**src/rtl/prom_xfer_pkg.sv**
```systemverilog
// rtl/prom_xfer_pkg.sv - state codes and shared defaults for the PROM transfer FSMs
package prom_xfer_pkg;

  typedef enum logic [3:0] {
    ST_IDLE     = 4'd0,
    ST_CHIP_ENA = 4'd1,
    ST_SETUP    = 4'd2,
    ST_WR_PULSE = 4'd3,
    ST_WAIT_RDY = 4'd4,
    ST_DONE     = 4'd5,
    ST_ERROR    = 4'd6
  } prom_state_e;

  localparam logic [8:0]  MAX_WRDS_DEF = 9'd34;
  localparam logic [8:0]  NMAX_DEF     = 9'd10;
  localparam logic [3:0]  CE_SETTLE    = 4'd10;
  localparam logic [15:0] RDY_IGNORE   = 16'd2;

  // Final word index of a transfer; CRC adds two words to every group. 9-bit wrap is intended.
  function automatic logic [8:0] last_word(input logic crc, input logic [8:0] max_wrds,
                                           input logic [8:0] nmax);
    if (crc) return nmax * (max_wrds + 9'd2) - 9'd1;
    else     return nmax * max_wrds - 9'd1;
  endfunction

endpackage

```
**src/rtl/prom_write_fsm.sv**
```systemverilog
// rtl/prom_write_fsm.sv - streams the register bank into a byte-wide PROM, one strobed byte at a time
module prom_write_fsm
  import prom_xfer_pkg::*;
#(
  parameter logic [8:0]  MAX_WRDS = MAX_WRDS_DEF,
  parameter logic [8:0]  NMAX     = NMAX_DEF,
  parameter logic [3:0]  TSU      = 4'd3,
  parameter logic [3:0]  TWP      = 4'd4,
  parameter logic [15:0] TMO      = 16'd50000
) (
  input  logic       CLK,
  input  logic       RST,
  input  logic       FF2PROM,
  input  logic [8:0] CNT,
  input  logic       ECC,
  input  logic       CRC,
  input  logic       PROM_RDY,
  output logic       CE,
  output logic       OE,
  output logic       WE,
  output logic [2:0] BSEL,
  output logic       INC,
  output logic       RST_CNT,
  output logic       XFER_DONE,
  output logic       ERR,
  output logic [3:0] PWR_STATE
);

  localparam logic [8:0] LAST_PLAIN = last_word(1'b0, MAX_WRDS, NMAX);
  localparam logic [8:0] LAST_CRC   = last_word(1'b1, MAX_WRDS, NMAX);

  prom_state_e state_q, state_d;
  logic [3:0]  tmr_q, tmr_d;
  logic [15:0] to_q, to_d;
  logic [2:0]  bidx_q, bidx_d;
  logic        ecc_q, ecc_d, crc_q, crc_d;
  logic        ce_q, ce_d, we_q, we_d, inc_q, inc_d;
  logic        rst_cnt_q, rst_cnt_d, done_q, done_d, err_q, err_d;
  logic [2:0]  bsel_q, bsel_d;
  logic [2:0]  last_byte;
  logic [8:0]  last_cnt;
  logic        rdy_ok;

  always_comb begin
    state_d   = state_q;
    tmr_d     = 4'd0;
    to_d      = 16'd0;
    bidx_d    = bidx_q;
    ecc_d     = ecc_q;
    crc_d     = crc_q;
    inc_d     = 1'b0;
    last_byte = ecc_q ? 3'd5 : 3'd1;
    last_cnt  = crc_q ? LAST_CRC : LAST_PLAIN;
    rdy_ok    = PROM_RDY && (to_q >= RDY_IGNORE);

    // Timers default to zero, so any state change clears them.
    case (state_q)
      ST_IDLE: begin
        bidx_d = 3'd0;
        if (FF2PROM) begin
          state_d = ST_CHIP_ENA;
          ecc_d   = ECC;
          crc_d   = CRC;
        end
      end
      ST_CHIP_ENA: begin
        if (tmr_q == CE_SETTLE) state_d = ST_SETUP;
        else                    tmr_d   = tmr_q + 4'd1;
      end
      ST_SETUP: begin
        if (tmr_q == TSU - 4'd1) state_d = ST_WR_PULSE;
        else                     tmr_d   = tmr_q + 4'd1;
      end
      ST_WR_PULSE: begin
        if (tmr_q == TWP - 4'd1) state_d = ST_WAIT_RDY;
        else                     tmr_d   = tmr_q + 4'd1;
      end
      ST_WAIT_RDY: begin
        // A ready in the timeout cycle still counts as success.
        if (rdy_ok) begin
          if (bidx_q < last_byte) begin
            bidx_d  = bidx_q + 3'd1;
            state_d = ST_SETUP;
          end else begin
            inc_d   = 1'b1;
            bidx_d  = 3'd0;
            state_d = (CNT == last_cnt) ? ST_DONE : ST_SETUP;
          end
        end else if (to_q == TMO - 16'd1) begin
          state_d = ST_ERROR;
        end else begin
          to_d = to_q + 16'd1;
        end
      end
      ST_DONE, ST_ERROR: begin
        if (!FF2PROM) state_d = ST_IDLE;
      end
      default: state_d = ST_IDLE;
    endcase

    ce_d      = (state_d == ST_CHIP_ENA) || (state_d == ST_SETUP) ||
                (state_d == ST_WR_PULSE) || (state_d == ST_WAIT_RDY);
    we_d      = (state_d == ST_WR_PULSE);
    rst_cnt_d = (state_d == ST_IDLE) || (state_d == ST_CHIP_ENA);
    done_d    = (state_d == ST_DONE);
    err_d     = (state_d == ST_ERROR);
    // The byte mux only moves on Setup entry, never under an active strobe.
    bsel_d    = bsel_q;
    if (state_d == ST_IDLE)                               bsel_d = 3'd0;
    else if ((state_d == ST_SETUP) && (state_q != ST_SETUP)) bsel_d = bidx_d;
  end

  always_ff @(posedge CLK or posedge RST) begin
    if (RST) begin
      state_q   <= ST_IDLE;
      tmr_q     <= 4'd0;
      to_q      <= 16'd0;
      bidx_q    <= 3'd0;
      ecc_q     <= 1'b0;
      crc_q     <= 1'b0;
      ce_q      <= 1'b0;
      we_q      <= 1'b0;
      bsel_q    <= 3'd0;
      inc_q     <= 1'b0;
      rst_cnt_q <= 1'b1;
      done_q    <= 1'b0;
      err_q     <= 1'b0;
    end else begin
      state_q   <= state_d;
      tmr_q     <= tmr_d;
      to_q      <= to_d;
      bidx_q    <= bidx_d;
      ecc_q     <= ecc_d;
      crc_q     <= crc_d;
      ce_q      <= ce_d;
      we_q      <= we_d;
      bsel_q    <= bsel_d;
      inc_q     <= inc_d;
      rst_cnt_q <= rst_cnt_d;
      done_q    <= done_d;
      err_q     <= err_d;
    end
  end

  assign CE        = ce_q;
  assign OE        = 1'b0;
  assign WE        = we_q;
  assign BSEL      = bsel_q;
  assign INC       = inc_q;
  assign RST_CNT   = rst_cnt_q;
  assign XFER_DONE = done_q;
  assign ERR       = err_q;
  assign PWR_STATE = state_q;

endmodule

```
**config.mk**
```make
export PLATFORM = sky130hd
export DESIGN_NAME = prom_write_fsm
export DESIGN_NICKNAME = d
export VERILOG_FILES = /design/src/rtl/prom_xfer_pkg.sv /design/src/rtl/prom_write_fsm.sv
export SDC_FILE = /design/constraint.sdc
export NUM_CORES = 1
export LEC_CHECK = 0
export CORE_ASPECT_RATIO = 1.1
export CORE_MARGIN = 2
export CORE_UTILIZATION = 43
export DETAILED_ROUTE_END_ITERATION = 6
export GPL_ROUTABILITY_DRIVEN = 0
export SLEW_MARGIN = 25
export SYNTH_ARGS = -nofsm -noshare
export SYNTH_HDL_FRONTEND = slang
export SYNTH_SLANG_ARGS = --single-unit
```
**constraint.sdc**
```tcl
create_clock -name CLK -period 2.25 [get_ports CLK]
set_input_delay 0.225 -clock CLK [delete_from_list [all_inputs] [get_ports CLK]]
set_output_delay 0.225 -clock CLK [all_outputs]
set_load 0.01 [all_outputs]
```
==> results of run 1 <==
==> final cells by class <==
type                            count  area [µm²]  area share
Multi-Input combinational cell    164        1162      0.4207
Sequential cell                    38       952.2      0.3447
Timing Repair Buffer               49       435.4      0.1576
Clock buffer                        7       76.32     0.02763
Tap cell                           58       72.57     0.02627
Inverter                            9       33.78     0.01223
Clock inverter                      1       30.03     0.01087
==> power groups by stage <==
| stage | clock, mW | sequential, mW | combinational, mW |
|---|---|---|---|
| after global placement | 0 | 0.715 | 0.113 |
| final | 0.561 | 0.702 | 0.113 |
| after global routing | 0.614 | 0.704 | 0.127 |
| after floorplan | 0 | 0.715 | 0.0586 |
| after CTS | 0.583 | 0.702 | 0.115 |
| after detailed placement | 0 | 0.716 | 0.115 |
==> flip-flops by register name, summed over array words and instances (netlist names) <==
signal	cells
BSEL	3
CE	1
ERR	1
INC	1
PWR_STATE	4
RST_CNT	1
WE	1
XFER_DONE	1
bidx_q	3
crc_q	1
ecc_q	1
tmr_q	4
to_q	16
==> worst paths after layout <==
path | endpoint | startpoint
setup / recovery | CE | to_q[10]
hold / removal | bidx_q[2] | RST
setup reg to reg | CE | to_q[10]
hold reg to reg | to_q[0] | to_q[0]
max in group asynchronous | RST_CNT | RST
min in group CLK | to_q[0] | to_q[0]
==> layer usage <==
layer | global-route usage | vias up | share of wire
met2 | 0.3092 | 28 | 0.50
met4 | 0.07358 | 0 | 0.018
met1 | 0.2433 | 832 | 0.46
met5 | 0 | - | 0
li1 | - | 874 | -
met3 | 0.03046 | 6 | 0.027
==> stage by stage <==
step / setup slack (ns) / instances / instance area [µm²] / TNS [ns] / power, mW
after CTS: 0.02646 / 326 / 2735 / 0 / 1.400
after detailed placement: -0.1069 / 318 / 2629 / -0.1274 / 0.8306
after global placement: -0.04310 / 318 / 2629 / -0.04310 / 0.8286
after floorplan: 0.1943 / 219 / 2196 / 0 / 0.7739
after global routing: 0.0001326 / 326 / 2763 / 0 / 1.445
final: 0.1092 / 326 / 2763 / 0 / 1.377
==> cells in the mapped netlist (2+ instances only) <==
master / number / area [µm²]
sky130_fd_sc_hd__a31oi_1: 2 / 12.51
sky130_fd_sc_hd__nand4_1: 4 / 25.02
sky130_fd_sc_hd__clkbuf_8: 3 / 41.29
sky130_fd_sc_hd__buf_2: 3 / 15.01
sky130_fd_sc_hd__xnor2_1: 6 / 52.55
sky130_fd_sc_hd__o21a_1: 2 / 15.01
sky130_fd_sc_hd__dfrtp_1: 37 / 925.9
sky130_fd_sc_hd__o211ai_1: 3 / 22.52
sky130_fd_sc_hd__nor2b_1: 4 / 25.02
sky130_fd_sc_hd__mux2i_1: 2 / 20.02
sky130_fd_sc_hd__nor4_1: 4 / 25.02
sky130_fd_sc_hd__o21ai_0: 6 / 30.03
sky130_fd_sc_hd__nor4bb_1: 2 / 20.02
sky130_fd_sc_hd__o31a_1: 2 / 17.52
sky130_fd_sc_hd__o2111ai_1: 2 / 17.52
sky130_fd_sc_hd__nand3b_1: 3 / 22.52
sky130_fd_sc_hd__nand2b_1: 3 / 18.77
sky130_fd_sc_hd__ha_1: 6 / 75.07
sky130_fd_sc_hd__nor2_1: 27 / 101.4
sky130_fd_sc_hd__xor2_1: 8 / 70.07
sky130_fd_sc_hd__nor3_1: 8 / 40.04
sky130_fd_sc_hd__a31o_2: 2 / 17.52
sky130_fd_sc_hd__inv_1: 9 / 33.78
sky130_fd_sc_hd__or2_2: 3 / 18.77
sky130_fd_sc_hd__nand2_1: 19 / 71.32
sky130_fd_sc_hd__mux2_2: 2 / 22.52
sky130_fd_sc_hd__a21oi_1: 6 / 30.03
sky130_fd_sc_hd__nand3_1: 10 / 50.05
==> logic make-up (layout without fill, tap and decap cells) <==
family,count (synthesis),after routing,share of synthesized area
and+or+nand+nor,100,100,0.2523
AOI/OAI and AO/OA,38,38,0.1524
DFF,38,38,0.4344
buffers and inverters,17,66,0.04966
xor gates and xnor gates,14,14,0.05594
adders and majority gates,6,6,0.03425
muxes,4,4,0.01941
other,1,2,0.001711
==> worst min-delay path: stages <==
cell and delay (ns):
sky130_fd_sc_hd__clkdlybuf4s50_1 0.39, sky130_fd_sc_hd__inv_1 0.05, sky130_fd_sc_hd__buf_4 0.41
==> repair_timing <==
item,CTS,global route
setup endpoints to repair,0,6
hold endpoints to repair,0,0
resized for setup,0,4
==> impl_metrics.prom, run 1 <==
# TYPE chip_impl_metric gauge
chip_impl_metric{name="static-leakage-power",unit="nW"} 1.106
chip_impl_info{name="ys.flop_type",value="sky130_fd_sc_hd__dfrtp_1"} 1
chip_impl_metric{name="final_net_count",unit=""} 288
chip_impl_metric{name="drive_above_1_share",unit=""} 0.1978
chip_impl_metric{name="cts-buffers-inserted",unit=""} 5
chip_impl_metric{name="power_switching_share",unit=""} 0.2134
chip_impl_metric{name="drcViolationCount",unit=""} 0
chip_impl_metric{name="timing.reg2reg.setup_slack",unit="ns"} 0.11
chip_impl_metric{name="die_area",unit="µm²"} 5686
chip_impl_metric{name="max-vdd-ir-drop",unit="mV"} 0.3211
chip_impl_metric{name="path_buf_inv",unit=""} 0
chip_impl_metric{name="coreArea",unit="µm²"} 4966
chip_impl_metric{name="postLayoutCoreUtil",unit=""} 0.5563
chip_impl_metric{name="clkPwrFrac",unit=""} 0.408
chip_impl_metric{name="i_o_pin_cnt",unit=""} 29
chip_impl_metric{name="mappedNetlistArea",unit="µm²"} 2192
chip_impl_metric{name="finalSetupViolCount",unit=""} 0
chip_impl_info{name="cells_along_the_critical_path",value="or4_4 > nor4_4 > o311ai_2 > o22ai_4 > nor3_4 > a211oi_2"} 1
chip_impl_info{name="critPathLaunchType",value="register"} 1
chip_impl_metric{name="cpPeakStageDelay",unit="ns"} 0.58
chip_impl_metric{name="floorplan.rows",unit=""} 27
chip_impl_info{name="worst_hold_path_type",value="input pin to asynchronous set/reset pin"} 1
chip_impl_metric{name="port_buffers",unit=""} 27
chip_impl_info{name="outcome",value="completed"} 1
chip_impl_metric{name="vias_per_cell",unit=""} 5.337
chip_impl_metric{name="detailed_route_via_count",unit=""} 1740
chip_impl_metric{name="grt-ovfl-total",unit=""} 0
chip_impl_metric{name="cts_setup_buffers",unit=""} 0
chip_impl_metric{name="wire_length_of_the_first_global_routing_pass",unit="mm"} 8.252
chip_impl_metric{name="finalCritPeriodShare",unit=""} 0.9515
chip_impl_metric{name="largest_net_degree_at_the_start_of_global_routing",unit=""} 39
chip_impl_metric{name="die_h",unit="µm"} 78.89
chip_impl_info{name="layout.cells.most_common",value="sky130_fd_sc_hd__dfrtp_1"} 1
chip_impl_metric{name="synth.avg_cell_area",unit="µm²"} 10.06
chip_impl_metric{name="initial_core_util",unit=""} 0.4414
chip_impl_metric{name="avgRoutedWirePerCell",unit="µm"} 14.29
chip_impl_info{name="layout_common_cells",value="sky130_fd_sc_hd__dfrtp_1 (37), sky130_fd_sc_hd__clkdlybuf4s50_1 (27), sky130_fd_sc_hd__nor2_1 (26)"} 1
chip_impl_metric{name="routed_wirelength",unit="mm"} 4.658
chip_impl_metric{name="worst-path-max-fanout",unit=""} 6
chip_impl_info{name="clock-root-buffer",value="sky130_fd_sc_hd__clkbuf_8"} 1
chip_impl_metric{name="first_global_vias",unit=""} 1759
chip_impl_metric{name="layout.filler_cells",unit=""} 462
chip_impl_metric{name="internal_power",unit="mW"} 1.083
chip_impl_metric{name="clock_sinks",unit=""} 38
chip_impl_metric{name="synth.lib_cells_used.distinct",unit=""} 58
chip_impl_metric{name="syn_inst",unit=""} 218
chip_impl_metric{name="worst_ep_required_time",unit="ns"} 2.45
chip_impl_metric{name="switching_power_of_the_nets",unit="mW"} 0.2938
chip_impl_metric{name="synth-seq-cells",unit=""} 38
chip_impl_metric{name="power_density_cells",unit="nW/µm²"} 498.4
chip_impl_metric{name="worst_setup_hold_path_clk_slew",unit="ns"} 0.07
chip_impl_info{name="cts_tree",value="built"} 1
chip_impl_metric{name="synthesis.yosys.warnings",unit=""} 0
chip_impl_info{name="end_kind",value="register"} 1
chip_impl_metric{name="dp_hpwl",unit="mm"} 3.499
chip_impl_metric{name="n_antenna_cell",unit=""} 0
chip_impl_metric{name="synth-async-reset-ratio",unit=""} 1.000
chip_impl_info{name="crit_path_top_delay_cell",value="sky130_fd_sc_hd__or4_4"} 1
chip_impl_metric{name="groute.usage.overall",unit=""} 0.1870
chip_impl_metric{name="initialDrtViolationCount",unit=""} 79
chip_impl_metric{name="drtAntennaViolNets",unit=""} 0
chip_impl_metric{name="fin_skew",unit="ns"} 0.003718
chip_impl_info{name="critical_path_class",value="register to register"} 1
chip_impl_info{name="worst_path_dominant_cell_family",value="simple AND/OR/NAND/NOR gates"} 1
chip_impl_metric{name="finalHoldWorstSlack",unit="ns"} 0.3513
chip_impl_metric{name="arrival_time_at_the_worst_endpoint",unit="ns"} 2.34
chip_impl_metric{name="worst_path_depth",unit=""} 6
chip_impl_metric{name="fmax",unit="MHz"} 467.1
chip_impl_metric{name="synth_enable_flop_cells",unit=""} 0
chip_impl_metric{name="drv_cap",unit=""} 0
chip_impl_metric{name="hold_buffers",unit=""} 0
chip_impl_metric{name="period_minus_slack",unit="ns"} 2.141
chip_impl_metric{name="grt_antenna_before_repair",unit=""} 0
chip_impl_metric{name="area_growth_syn_to_layout",unit="%"} 26.03
chip_impl_metric{name="synth-seq-area-share",unit=""} 0.4344
chip_impl_metric{name="timing.final.hold_violations",unit=""} 0
chip_impl_metric{name="clock_latency",unit="ns"} 0.29
chip_impl_metric{name="clock_path_buffers",unit=""} 2
chip_impl_metric{name="reg2regPathDepth",unit=""} 6
chip_impl_metric{name="die_width",unit="µm"} 72.08
chip_impl_metric{name="drt_pass1_iterations",unit=""} 4
chip_impl_metric{name="drv_slew",unit=""} 0
chip_impl_metric{name="cts.htree.levels",unit=""} 2
chip_impl_metric{name="power.share.combinational",unit=""} 0.082
chip_impl_info{name="setup_repair_after_global_routing_missed_its_margin",value="no"} 1
chip_impl_metric{name="pwr-share-seq",unit=""} 0.510
(Power assumes the default switching activity.)
==> run 2, diff against run 1 <==
PLACE_DENSITY = 0.66   (was not set)
==> impl_metrics.prom, run 2 (synthesis results as in run 1) <==
# TYPE chip_impl_metric gauge
chip_impl_info{name="outcome",value="completed"} 1
chip_impl_metric{name="drv_slew",unit=""} 0
chip_impl_metric{name="die_width",unit="µm"} 72.08
chip_impl_metric{name="cts_setup_buffers",unit=""} 0
chip_impl_metric{name="timing.reg2reg.setup_slack",unit="ns"} 0.13
chip_impl_metric{name="finalSetupViolCount",unit=""} 0
chip_impl_metric{name="hold_buffers",unit=""} 0
chip_impl_info{name="cells_along_the_critical_path",value="or4_4 > nor4_4 > o311ai_2 > o22ai_4 > nor3_2 > a211oi_2"} 1
chip_impl_info{name="setup_repair_after_global_routing_missed_its_margin",value="yes"} 1
chip_impl_metric{name="cts.htree.levels",unit=""} 2
chip_impl_info{name="end_kind",value="register"} 1
chip_impl_metric{name="tightest_slew",unit="ns"} 0.6711
chip_impl_metric{name="floorplan.rows",unit=""} 27
chip_impl_metric{name="drive_above_1_share",unit=""} 0.2045
chip_impl_metric{name="n_antenna_cell",unit=""} 0
chip_impl_metric{name="detailed_route_via_count",unit=""} 1754
chip_impl_metric{name="initialDrtViolationCount",unit=""} 88
chip_impl_metric{name="finalCritPeriodShare",unit=""} 0.9431
chip_impl_info{name="regToRegStartpoint",value="to_q[11]"} 1
chip_impl_metric{name="final-instance-count-excl-fill",unit=""} 322
chip_impl_metric{name="setup_slack",unit="ns"} 0.1280
chip_impl_info{name="cts_tree",value="built"} 1
chip_impl_info{name="critical_path_class",value="register to register"} 1
chip_impl_metric{name="design_power_total",unit="mW"} 1.373
chip_impl_metric{name="postLayoutCoreUtil",unit=""} 0.5540
chip_impl_metric{name="arrival_time_at_the_worst_endpoint",unit="ns"} 2.33
chip_impl_metric{name="fin_skew",unit="ns"} 0.008721
chip_impl_metric{name="grt_antenna_before_repair",unit=""} 0
chip_impl_metric{name="vias_per_cell",unit=""} 5.447
chip_impl_info{name="clock-root-buffer",value="sky130_fd_sc_hd__clkbuf_8"} 1
chip_impl_metric{name="period_minus_slack",unit="ns"} 2.122
chip_impl_metric{name="cts-buffers-inserted",unit=""} 5
chip_impl_info{name="worst_hold_path_type",value="input pin to asynchronous set/reset pin"} 1
chip_impl_metric{name="finalHoldWorstSlack",unit="ns"} 0.3419
chip_impl_metric{name="drtAntennaViolNets",unit=""} 0
chip_impl_metric{name="pre_cts_ws",unit="ns"} -0.1684
chip_impl_info{name="layout_common_cells",value="sky130_fd_sc_hd__dfrtp_1 (37), sky130_fd_sc_hd__clkdlybuf4s50_1 (27), sky130_fd_sc_hd__nor2_1 (26)"} 1
chip_impl_metric{name="area_growth_syn_to_layout",unit="%"} 25.51
chip_impl_metric{name="clock_path_buffers",unit=""} 2
chip_impl_metric{name="avgRoutedWirePerCell",unit="µm"} 14.50
chip_impl_metric{name="dpl.cell_count",unit=""} 314
chip_impl_metric{name="first_global_vias",unit=""} 1777
chip_impl_info{name="crit_path_start",value="to_q[11]"} 1
chip_impl_info{name="critPathLaunchType",value="register"} 1
chip_impl_metric{name="initial_core_util",unit=""} 0.4414
chip_impl_metric{name="grt-ovfl-total",unit=""} 0
chip_impl_metric{name="final_net_count",unit=""} 284
chip_impl_metric{name="cpPeakStageDelay",unit="ns"} 0.57
chip_impl_metric{name="power_density_cells",unit="nW/µm²"} 499.2
chip_impl_metric{name="drcViolationCount",unit=""} 0
chip_impl_metric{name="static-leakage-power",unit="nW"} 1.093
chip_impl_metric{name="die_area",unit="µm²"} 5686
chip_impl_metric{name="reg2regPathDepth",unit=""} 6
chip_impl_metric{name="dp_hpwl",unit="mm"} 3.588
chip_impl_metric{name="drv_cap",unit=""} 0
chip_impl_metric{name="drt_pass1_iterations",unit=""} 4
chip_impl_metric{name="fmax",unit="MHz"} 471.3
chip_impl_info{name="regMostFlops",value="to_q"} 1
chip_impl_info{name="critical_path.reg2reg.endpoint",value="CE"} 1
chip_impl_metric{name="max-vdd-ir-drop",unit="mV"} 0.3785
chip_impl_metric{name="die_h",unit="µm"} 78.89
chip_impl_metric{name="worst_setup_hold_path_clk_slew",unit="ns"} 0.08
chip_impl_metric{name="clock_latency",unit="ns"} 0.29
chip_impl_metric{name="relSlewSlack",unit=""} 0.5485
chip_impl_metric{name="timing.final.hold_violations",unit=""} 0
chip_impl_metric{name="worst-path-max-fanout",unit=""} 6
chip_impl_metric{name="largest_net_degree_at_the_start_of_global_routing",unit=""} 39
chip_impl_metric{name="routed_wirelength",unit="mm"} 4.668
chip_impl_info{name="layout.cells.most_common",value="sky130_fd_sc_hd__dfrtp_1"} 1
chip_impl_metric{name="wire_length_of_the_first_global_routing_pass",unit="mm"} 8.183
chip_impl_metric{name="largest_reg_flops",unit=""} 16
chip_impl_metric{name="worst_ep_required_time",unit="ns"} 2.46
chip_impl_metric{name="i_o_pin_cnt",unit=""} 29
chip_impl_metric{name="port_buffers",unit=""} 27
chip_impl_info{name="crit_path_top_delay_cell",value="sky130_fd_sc_hd__or4_4"} 1
chip_impl_metric{name="coreArea",unit="µm²"} 4966
chip_impl_info{name="crit_end",value="CE"} 1
chip_impl_metric{name="groute.usage.overall",unit=""} 0.1825
chip_impl_metric{name="clock_sinks",unit=""} 38
## run 2: cell count changes in the layout (fill, tap and decap cells not counted), sizes merged
cell / delta
clkinv: +2
buf: -4
clkbuf: -2
## run 2: critical path, delay by kind of cell, from the launching register on
kind / cells / cell delay [ns]
compound gates: 3 / 0.63
flops: 1 / 0.45
simple gates: 3 / 0.97
## run 2: final cells by class
| type | count | area, µm² |
|---|---|---|
| multi-input cells | 164 | 1179 |
| repair buffers | 45 | 405.4 |
| well taps | 58 | 72.57 |
| clock inverters | 3 | 40.04 |
| clock buffers | 5 | 68.82 |
| fillers | 437 | 2215 |
| inverters | 9 | 33.78 |
| flip-flops and latches | 38 | 952.2 |
## run 2: how the worst min path moves through the flow
stage               depth (start not counted)  startpoint       end  slack, ns
global placement                            1    tmr_q[0]  tmr_q[0]       0.48
global route                                3         RST   to_q[6]       0.44
CTS                                         3         RST   BSEL[2]       0.36
floorplan                                   1         CRC     crc_q       0.38
detailed placement                          1    tmr_q[0]  tmr_q[0]       0.49
finish                                      3         RST   BSEL[1]       0.34
## run 2: through the flow
stage                TNS, ns  instance area, µm²
floorplan                  0                2196
global placement     -0.4226                2599
detailed placement   -0.5085                2599
CTS                        0                2708
global route        -0.01272                2751
finish                     0                2751
## run 2: report_power, final
part	switching (mW)	internal, mW	total [mW]	leakage [nW]
Combinational	0.0533	0.0550	0.108	0.518
Sequential	0.0101	0.695	0.705	0.517
Clock	0.234	0.326	0.560	0.0579
Total	0.298	1.08	1.37	1.09
## run 2: layer usage
metal / part of all wire / vias up / global-route usage
met5: 0 / - / 0
met4: 0.022 / 0 / 0.06604
met3: 0.034 / 12 / 0.04569
met2: 0.51 / 41 / 0.3055
met1: 0.44 / 829 / 0.2261
li1: - / 872 / -
## run 2: timing repair
| item | in CTS | in global routing |
|---|---|---|
| gates resized for setup | 0 | 7 |
| endpoints found under the hold margin | 0 | 0 |
| endpoints found under the setup margin | 0 | 6 |
